[src/rtl/alu_result_fifo.sv]
// alu_result_fifo: first-word fall-through FIFO buffering ALU results {op, Y}
// for a valid/ready consumer. The ALU cannot be stalled, so refused writes are
// optionally counted.
// Optional feature macro: ALU_FIFO_DROP_CNT_EN enables the saturating drop_cnt
// counter. When the macro is undefined, drop_cnt is tied to zero.
module alu_result_fifo #(
  parameter int unsigned DATA_W = 8,
  parameter int unsigned OP_W   = 3,
  parameter int unsigned AW     = 2
) (
  input  logic              clk,
  input  logic              rst_n,
  input  logic              clr,
  input  logic              in_valid,
  input  logic [DATA_W-1:0] in_data,
  input  logic [OP_W-1:0]   in_op,
  output logic              in_ready,
  output logic              out_valid,
  output logic [DATA_W-1:0] out_data,
  output logic [OP_W-1:0]   out_op,
  input  logic              out_ready,
  output logic [AW:0]       count,
  output logic              full,
  output logic              empty,
  output logic [7:0]        drop_cnt
);

  localparam int unsigned DEPTH   = 1 << AW;
  localparam int unsigned PTR_W   = AW + 1;
  localparam int unsigned ENTRY_W = OP_W + DATA_W;

  logic [ENTRY_W-1:0] mem [DEPTH];
  logic [PTR_W-1:0]   wr_ptr;
  logic [PTR_W-1:0]   rd_ptr;
  logic [ENTRY_W-1:0] head;
  logic               wr_en;
  logic               rd_en;

  // Status flags come from the registered pointers only; the extra MSB tells full from empty
  assign empty     = (wr_ptr == rd_ptr);
  assign full      = (wr_ptr[AW-1:0] == rd_ptr[AW-1:0]) && (wr_ptr[AW] != rd_ptr[AW]);
  assign count     = wr_ptr - rd_ptr;
  assign in_ready  = !full;
  assign out_valid = !empty;

  // A flush suppresses both transfers; a full FIFO refuses writes even alongside a read
  assign wr_en = in_valid && !full && !clr;
  assign rd_en = out_ready && !empty && !clr;

  // Fall-through head, forced to zero while nothing is stored
  assign head     = mem[rd_ptr[AW-1:0]];
  assign out_data = empty ? '0 : head[DATA_W-1:0];
  assign out_op   = empty ? '0 : head[ENTRY_W-1:DATA_W];

  // Pointer update: reset and flush return both pointers to zero
  always_ff @(posedge clk or negedge rst_n) begin
    if (!rst_n) begin
      wr_ptr <= '0;
      rd_ptr <= '0;
    end else if (clr) begin
      wr_ptr <= '0;
      rd_ptr <= '0;
    end else begin
      if (wr_en) wr_ptr <= wr_ptr + PTR_W'(1);
      if (rd_en) rd_ptr <= rd_ptr + PTR_W'(1);
    end
  end

  // Storage array, intentionally without reset
  always_ff @(posedge clk) begin
    if (wr_en) mem[wr_ptr[AW-1:0]] <= {in_op, in_data};
  end

`ifdef ALU_FIFO_DROP_CNT_EN
  logic [7:0] drop_q;

  // Saturating count of writes refused because the FIFO was full; only rst_n clears it
  always_ff @(posedge clk or negedge rst_n) begin
    if (!rst_n) begin
      drop_q <= 8'h00;
    end else if (in_valid && full && !clr && (drop_q != 8'hFF)) begin
      drop_q <= drop_q + 8'd1;
    end
  end

  assign drop_cnt = drop_q;
`else
  assign drop_cnt = 8'h00;
`endif

endmodule

[config.mk]
export PLATFORM = sky130hd
export DESIGN_NAME = alu_result_fifo
export DESIGN_NICKNAME = d
export VERILOG_FILES = /design/src/rtl/alu_result_fifo.sv
export SDC_FILE = /design/constraint.sdc
export NUM_CORES = 1
export LEC_CHECK = 0
export ABC_AREA = 1
export CORE_MARGIN = 4
export CORE_UTILIZATION = 46
export CTS_BUF_LIST = sky130_fd_sc_hd__clkbuf_8
export DETAILED_ROUTE_END_ITERATION = 10
export PLACE_DENSITY = 0.75
export SYNTH_ARGS = -nofsm -noshare
export SYNTH_HDL_FRONTEND = slang
export SYNTH_SLANG_ARGS = --single-unit
export TNS_END_PERCENT = 10
[constraint.sdc]
create_clock -name clk -period 2.5 [get_ports clk]
set_input_delay 0.5 -clock clk [delete_from_list [all_inputs] [get_ports clk]]
set_output_delay 0.5 -clock clk [all_outputs]
set_load 0.01 [all_outputs]
* Word-level counts from Yosys, hierarchy flattened
Memory sizes are Yosys's and may differ from the RTL's.
Cells that the tools add are included.
** Operators by class
- $add $sub $neg :: 3
- Equality and inequality tests :: 3
- Multiplexer cells :: 8
- Reduce and logical (&&, ||, !) cells :: 10
** Operators by type and width (number)
- $mux W3 :: 5
- $mux W8 :: 1
- $add A3 B1 Y3 const B :: 2
- $logic_and A1 B1 Y1 :: 5
- $reduce_bool A2 Y1 :: 2
- $eq A3 B3 Y1 :: 1
- $logic_not A1 Y1 :: 3
- $sub A3 B3 Y3 :: 1
- $eq A2 B2 Y1 :: 1
- $mux W1 :: 2
- $ne A1 B1 Y1 :: 1
** Word-level totals
- Register bits after elaboration :: 6
- RAM bits :: 44
- Input bits :: 16
- Word-level logic and storage cells :: 27
- Memories :: 1
** Memories
- mem :: words 4, bits a word 11, read ports 1, clocked after Yosys merged registers in 0, wr ports 1, line 32 : logic [ENTRY_W-1:0] mem [DEPTH];

* Longest topological paths before layout
Gate-level depths: netlist of the first run.
- Depth after elaboration :: 7
- Gate-level depth with buffers :: 9

* Worst setup path after synthesis of the first run
No wires, ideal clock.
- Path kind :: flip-flop to flip-flop
- Start point :: reg rd_ptr[1]
- End point :: mem mem[0][0] (netlist bit), enable pin
- Arrival :: 1810 ps
- Path slack :: 312 ps
- Cell stages (with the launch flop) :: 9
- Buffers on the path :: 1
- Cells stage by stage :: dfrtp_1 > inv_1 > buf_2 > ha_1 > nand2_1 > inv_1 > nand3_4 > nand3_1 > nor2_1
** On the way
- Longest elaborated chain between the ends :: 7
** Ends and longest elaborated chain
- start: declaration :: line 34 : logic [PTR_W-1:0] rd_ptr;
- start signal: assignment :: line 65 : if (rd_en) rd_ptr <= rd_ptr + PTR_W'(1);
- $eq A2 B2 Y1 :: line 41 : assign full = (wr_ptr[AW-1:0] == rd_ptr[AW-1:0]) && (wr_ptr[AW] != rd_ptr[AW]);
- $logic_and A1 B1 Y1 :: line 41
- $logic_not A1 Y1
- net in_ready :: line 17 : output logic in_ready,
- $logic_and A1 B1 Y1 (2 in series) :: line 47 : assign wr_en = in_valid && !full && !clr;
- $mux W1 :: line 71 : if (wr_en) mem[wr_ptr[AW-1:0]] <= {in_op, in_data};
- $mux W1 (not written as such) :: line 71
- end: declaration :: line 32
The timed path passes the listed nets, and every way through them passes these cells.

* Worst setup path in the final report of the first run
- Start point :: reg wr_ptr[0]
- End point :: out out_data[2]
** On the way
- Longest elaborated chain between the ends :: 2
** Ends and longest elaborated chain
- start: declaration :: line 33 : logic [PTR_W-1:0] wr_ptr;
- start signal: assignment :: line 64 : if (wr_en) wr_ptr <= wr_ptr + PTR_W'(1);
- $eq A3 B3 Y1 :: line 40 : assign empty = (wr_ptr == rd_ptr);
- $mux W8 :: line 52 : assign out_data = empty ? '0 : head[DATA_W-1:0];
- end: declaration :: line 19 : output logic [DATA_W-1:0] out_data,
No other way between the ends.

==> results of run 1 <==
power by group through the flow:
| stage | Clock [mW] | Combinational, mW | Sequential, mW |
|---|---|---|---|
| finish | 0.574 | 0.494 | 0.944 |
| global route | 0.623 | 0.545 | 0.947 |
| CTS | 0.589 | 0.498 | 0.945 |
| detailed placement | 0 | 0.535 | 0.964 |
| global placement | 0 | 0.524 | 0.963 |
| floorplan | 0 | 0.300 | 0.968 |
layout make-up:
type / count / area (µm²) / area share, %
multi-input cells: 133 / 689.4 / 24.46
repair buffers: 43 / 380.4 / 13.49
inverters: 17 / 76.32 / 2.708
clock inverters: 3 / 48.80 / 1.731
clock buffers: 5 / 68.82 / 2.441
flip-flops and latches: 50 / 1471 / 52.20
well taps: 67 / 83.83 / 2.974
critical path, stage by stage (launching register included):
cell	delay (ps)
dfrtp_1	390
inv_1	100
ha_1	310
nand2_1	70
inv_1	70
nand3_4	120
clkinv_8	110
a21oi_1	160
clkdlybuf4s15_1	260
through the flow:
stage	utilization, %	TNS (ps)	setup WS [ps]	hold slack [ps]	cell area (µm²)
after CTS	58.47	0	9.996	462.8	2816
after global routing	58.52	-62.86	-53.00	477.2	2819
after floorplan	-	0	311.8	204.4	2351
after global placement	56.29	0	138.8	542.7	2711
after detailed placement	56.29	0	83.26	570.2	2711
final	58.52	0	98.47	455.4	2819
flip-flops by register name, indices dropped and copies added, names as in the netlist:
register and count:
mem 44, rd_ptr 3, wr_ptr 3
cell usage after synthesis:
library cell / instances / area share [%]
ha_1: 7 / 3.8
a21oi_1: 9 / 1.9
clkinv_4: 1 / 0.38
nand4_1: 6 / 1.6
edfxtp_1: 44 / 57
conb_1: 1 / 0.16
o21ai_1: 7 / 1.5
buf_2: 3 / 0.65
nand3_1: 7 / 1.5
inv_1: 15 / 2.4
nor2_1: 50 / 8.1
buf_6: 3 / 1.5
nand3_4: 2 / 1.5
nand2_2: 3 / 0.81
buf_4: 9 / 2.9
nand2_1: 15 / 2.4
fa_1: 1 / 0.86
clkbuf_2: 1 / 0.22
dfrtp_1: 6 / 6.5
o21ai_0: 15 / 3.2
xor2_1: 1 / 0.38
inv_2: 1 / 0.16
a21oi_2: 2 / 0.75
per-layer routing:
metal | wire [µm] | global-route usage (%)
met1 | 1898 | 19.27
met2 | 2472 | 29.97
met3 | 362 | 3.968
met4 | 14 | 4.124
met5 | 0 | 0
cell families after synthesis:
family	Yosys count	synth area share [%]
buffers and inverters	33	8.180
DFF	50	63.29
adders and majority gates	8	4.628
AOI/OAI and AO/OA	33	7.427
xor gates and xnor gates	1	0.3768
and+or+nand+nor	83	15.93
other	1	0.1613
repair_timing:
| item | 4_1_cts | 5_1_grt |
|---|---|---|
| resized for setup | 17 | 10 |
| setup endpoints to repair | 16 | 11 |
| buffers inserted | 0 | 1 |
worst min-delay path by stage:
stage / from / endpoint / cells after the start
global placement: wr_ptr[0] / wr_ptr[0] / 2
floorplan: rst_n / rd_ptr[0] / 0
finish: rst_n / rd_ptr[2] / 1
global route: rst_n / rd_ptr[2] / 1
CTS: rst_n / rd_ptr[2] / 1
detailed placement: wr_ptr[0] / wr_ptr[0] / 2
==> flow_metrics.env, run 1 <==
export IMPL_status="finished, final reports clean"
export IMPL_vias=1600
export IMPL_syn_to_final_growth_pct=21.26
export IMPL_arrival_ps=1900
export IMPL_first_pass_iters=4
export IMPL_finalSetupViolCount=0
export IMPL_grt_max_degree=26
export IMPL_criticalPathCategory="reg -> out"
export IMPL_skew_ps=5.603
export IMPL_power_frac_comb_pct=24.5
export IMPL_core_area_mm2=0.004817
export IMPL_die_area_mm2=0.006255
export IMPL_p_seq_share_pct=46.9
export IMPL_layout_cells_most_common="nor2_1"
export IMPL_die_w_um=79.09
export IMPL_ant_nets=0
export IMPL_sw_frac_of_total_pct=28.68
export IMPL_drtIter0Drc=78
export IMPL_rsz0062_at_grt="yes"
export IMPL_cp_endpoint="out_data[2]"
export IMPL_synth_cell_types=23
export IMPL_start_util_pct=48.26
export IMPL_leakage_nw=1.162
export IMPL_ios=42
export IMPL_layout_drive_gt1_share_pct=11.95
export IMPL_antenna_found_initial=0
export IMPL_cts_buffers=5
export IMPL_cts_buffer_depth=2
export IMPL_insertedDiodeCount=0
export IMPL_rows=25
export IMPL_worstSetupStartpointType="register"
export IMPL_vias_per_cell=5.031
export IMPL_regToRegEndpoint="mem[3][7]"
export IMPL_netlist_area_mm2=0.002325
export IMPL_hold_violations=0
export IMPL_clock_root_buffer="clkbuf_8"
export IMPL_ys_seq_area_share_pct=63.29
export IMPL_pwr_share_clk_pct=28.5
export IMPL_n_fill_cell=415
export IMPL_finalMaxSlewViolations=0
export IMPL_synth_seq_cells=50
export IMPL_port_buffers=33
export IMPL_nets=274
export IMPL_regToRegSetupSlack_ps=470
export IMPL_grt_usage_pct=16.41
export IMPL_cp_end_kind="output port"
export IMPL_finalPower_mw=2.013
export IMPL_htree_levels=2
export IMPL_cp_startpoint="wr_ptr[0]"
export IMPL_cts_tree="yes"
export IMPL_hold_buffers=0
export IMPL_period_needed_ps=2402
export IMPL_r2r_start="wr_ptr[0]"
export IMPL_clk_insertion_delay_late_ps=300
export IMPL_fin_crit_sh_pct=96.06
export IMPL_cp_required_ps=2000
export IMPL_place_hpwl_um=3133
export IMPL_clk_pin_slew_worst_paths_ps=90
export IMPL_grt_pass1_wl_um=7790
export IMPL_max_vdd_ir_drop_mv=0.4234
export IMPL_mostFrequentLayoutCells="50 x nor2_1, 44 x edfxtp_1, 16 x clkdlybuf4s50_1"
export IMPL_die_h_um=79.09
export IMPL_cts_sinks=50
export IMPL_switchingPower_uw=577.2
export IMPL_wl_um=4749
export IMPL_syn_inst=209
export IMPL_reg2regPathDepth=9
export IMPL_route_detailed_drc=0
export IMPL_place_gp_congestion=0.7274
export IMPL_final_cells=318
export IMPL_power_density_mw_per_mm2=714.0
export IMPL_dp_cells=309
export IMPL_worstHoldPathType="in -> async"
export IMPL_grt_pass1_vias=1546
export IMPL_max_freq_mhz=416.4
export IMPL_cp_max_fo=12
export IMPL_grt_overflow_total=0
export IMPL_yosys_warnings=0
export IMPL_wire_per_inst_um=14.93
export IMPL_max_cap_violations=0
export IMPL_p_int_mw=1.436
export IMPL_avgSynthCellArea_um2=11.12
Note: power is estimated with default switching activity, not from simulation.
==> run 2, diff against run 1 <==
==> constraint.sdc (replaced) <==
create_clock -name clk -period 3.1 [get_ports clk]
set_input_delay 0.62 -clock clk [delete_from_list [all_inputs] [get_ports clk]]
set_output_delay 0.62 -clock clk [all_outputs]
set_load 0.01 [all_outputs]
==> flow_metrics.env, run 2 (synthesis gave the netlist of run 1 again) <==
export IMPL_status="finished, final reports clean"
export IMPL_skew_ps=9.897
export IMPL_fin_crit_sh_pct=95.72
export IMPL_die_area_mm2=0.006255
export IMPL_switchingPower_uw=468.6
export IMPL_pwr_share_clk_pct=24.8
export IMPL_cp_required_ps=2480
export IMPL_grt_overflow_total=0
export IMPL_cp_end_kind="output port"
export IMPL_syn_to_final_growth_pct=20.08
export IMPL_worstSetupStartpointType="register"
export IMPL_finalMaxSlewViolations=0
export IMPL_grt_max_degree=24
export IMPL_p_int_mw=1.105
export IMPL_clk_pin_slew_worst_paths_ps=100
export IMPL_place_area_mm2=0.002696
export IMPL_layout_drive_gt1_share_pct=10.08
export IMPL_first_pass_iters=4
export IMPL_cts_tree="yes"
export IMPL_hold_violations=0
export IMPL_insertedDiodeCount=0
export IMPL_finalPower_mw=1.574
export IMPL_clock_root_buffer="clkbuf_8"
export IMPL_port_buffers=33
export IMPL_sw_frac_of_total_pct=29.78
export IMPL_die_w_um=79.09
export IMPL_vias=1570
export IMPL_vias_per_cell=4.984
export IMPL_ant_nets=0
export IMPL_nets=271
export IMPL_htree_levels=2
export IMPL_p_seq_share_pct=48.8
export IMPL_max_vdd_ir_drop_mv=0.4027
export IMPL_layout_cells_most_common="nor2_1"
export IMPL_largest_reg_flops=44
export IMPL_worstHoldPathType="in -> async"
export IMPL_cts_buffer_depth=2
export IMPL_antenna_found_initial=0
export IMPL_wire_per_inst_um=14.26
export IMPL_finalSetupViolCount=0
export IMPL_core_area_mm2=0.004817
export IMPL_die_h_um=79.09
export IMPL_grt_pass1_wl_um=7265
export IMPL_final_area_mm2=0.002791
export IMPL_clk_insertion_delay_late_ps=310
export IMPL_cts_buffers=5
export IMPL_cts_setup_buffers=0
export IMPL_wl_um=4491
export IMPL_route_detailed_drc=0
export IMPL_rows=25
export IMPL_place_gp_congestion=0.7451
export IMPL_start_util_pct=48.26
export IMPL_power_density_mw_per_mm2=563.8
export IMPL_place_hpwl_um=3013
export IMPL_power_frac_comb_pct=26.3
export IMPL_grt_pass1_vias=1520
export IMPL_ios=42
export IMPL_reg2regPathDepth=8
export IMPL_arrival_ps=2350
export IMPL_mostFrequentLayoutCells="50 x nor2_1, 44 x edfxtp_1, 32 x clkdlybuf4s50_1"
export IMPL_max_freq_mhz=337.0
export IMPL_period_needed_ps=2967
export IMPL_cts_sinks=50
export IMPL_drtIter0Drc=40
export IMPL_grt_usage_pct=15.41
export IMPL_max_cap_violations=0
export IMPL_cp_max_fo=12
export IMPL_leakage_nw=1.106
export IMPL_criticalPathCategory="reg -> out"
==> run 2: changes by cell type in the layout (fill, tap and decap cells not counted), sizes merged <==
cell / before / now
clkdlybuf4s50: 16 / 32
dlygate4sd2: 10 / 0
buf: 10 / 7
clkbuf: 8 / 5
clkdlybuf4s15: 3 / 0
bufinv: 1 / 0
clkinv: 1 / 2
clkinvlp: 1 / 0
inv: 17 / 18
==> run 2: worst paths after layout <==
check,from,to,slack (ps)
worst max-delay path,wr_ptr[0],out_data[6],130
worst min-delay path,rst_n,wr_ptr[2],560
worst max register to register,wr_ptr[0],mem[0][1],1140
worst min register to register,wr_ptr[0],wr_ptr[0],590
max in group asynchronous,rst_n,rd_ptr[0],2290
min in group clk,wr_ptr[0],wr_ptr[0],590
==> run 2: final cells by class <==
cell class / instances / area, µm²
inverters: 17 / 68.82
clock buffers: 5 / 68.82
repair buffers: 40 / 385.4
clock inverters: 3 / 22.52
flip-flops and latches: 50 / 1473
fillers: 427 / 2026
multi-input cells: 133 / 689.4
well taps: 67 / 83.83
==> run 2: metal layers <==
layer	up-vias	GRT usage, %	share of wire, %
li1	767	-	-
met1	753	18.32	41
met2	44	27.02	52
met3	6	4.422	6.4
met4	0	4.639	1.2
met5	-	0	0
==> run 2: power by group through the flow <==
stage,combinational (mW),clock [mW],sequential (mW)
final,0.414,0.391,0.768
after global routing,0.458,0.423,0.770
after floorplan,0.242,0,0.781
after global placement,0.410,0,0.781
after CTS,0.422,0.395,0.767
after detailed placement,0.418,0,0.783
==> run 2: metrics by stage <==
step	utilization, %	worst slack, ps	hold WS [ps]	std cells	TNS (ps)
floorplan	-	894.2	324.4	216	0
detailed placement	55.97	454.8	571.1	307	0
CTS	57.87	99.68	569.1	315	0
global route	57.95	-6.084	576.9	315	-10.50
global placement	55.97	541.9	558.8	307	0
finish	57.95	132.6	558.2	315	0
==> run 2: critical path, stage by stage, from the launching register on <==
cell             delay, ps
dfrtp_1                420
inv_1                  110
ha_1                   320
nand2_1                 90
inv_1                  100
nand3_4                120
clkinv_4               140
a21oi_1                180
clkdlybuf4s50_1        560
==> run 2: repair_timing <==
item,in CTS,in global routing
hold buffers,0,0
resized for setup,0,2
setup endpoints to repair,0,1
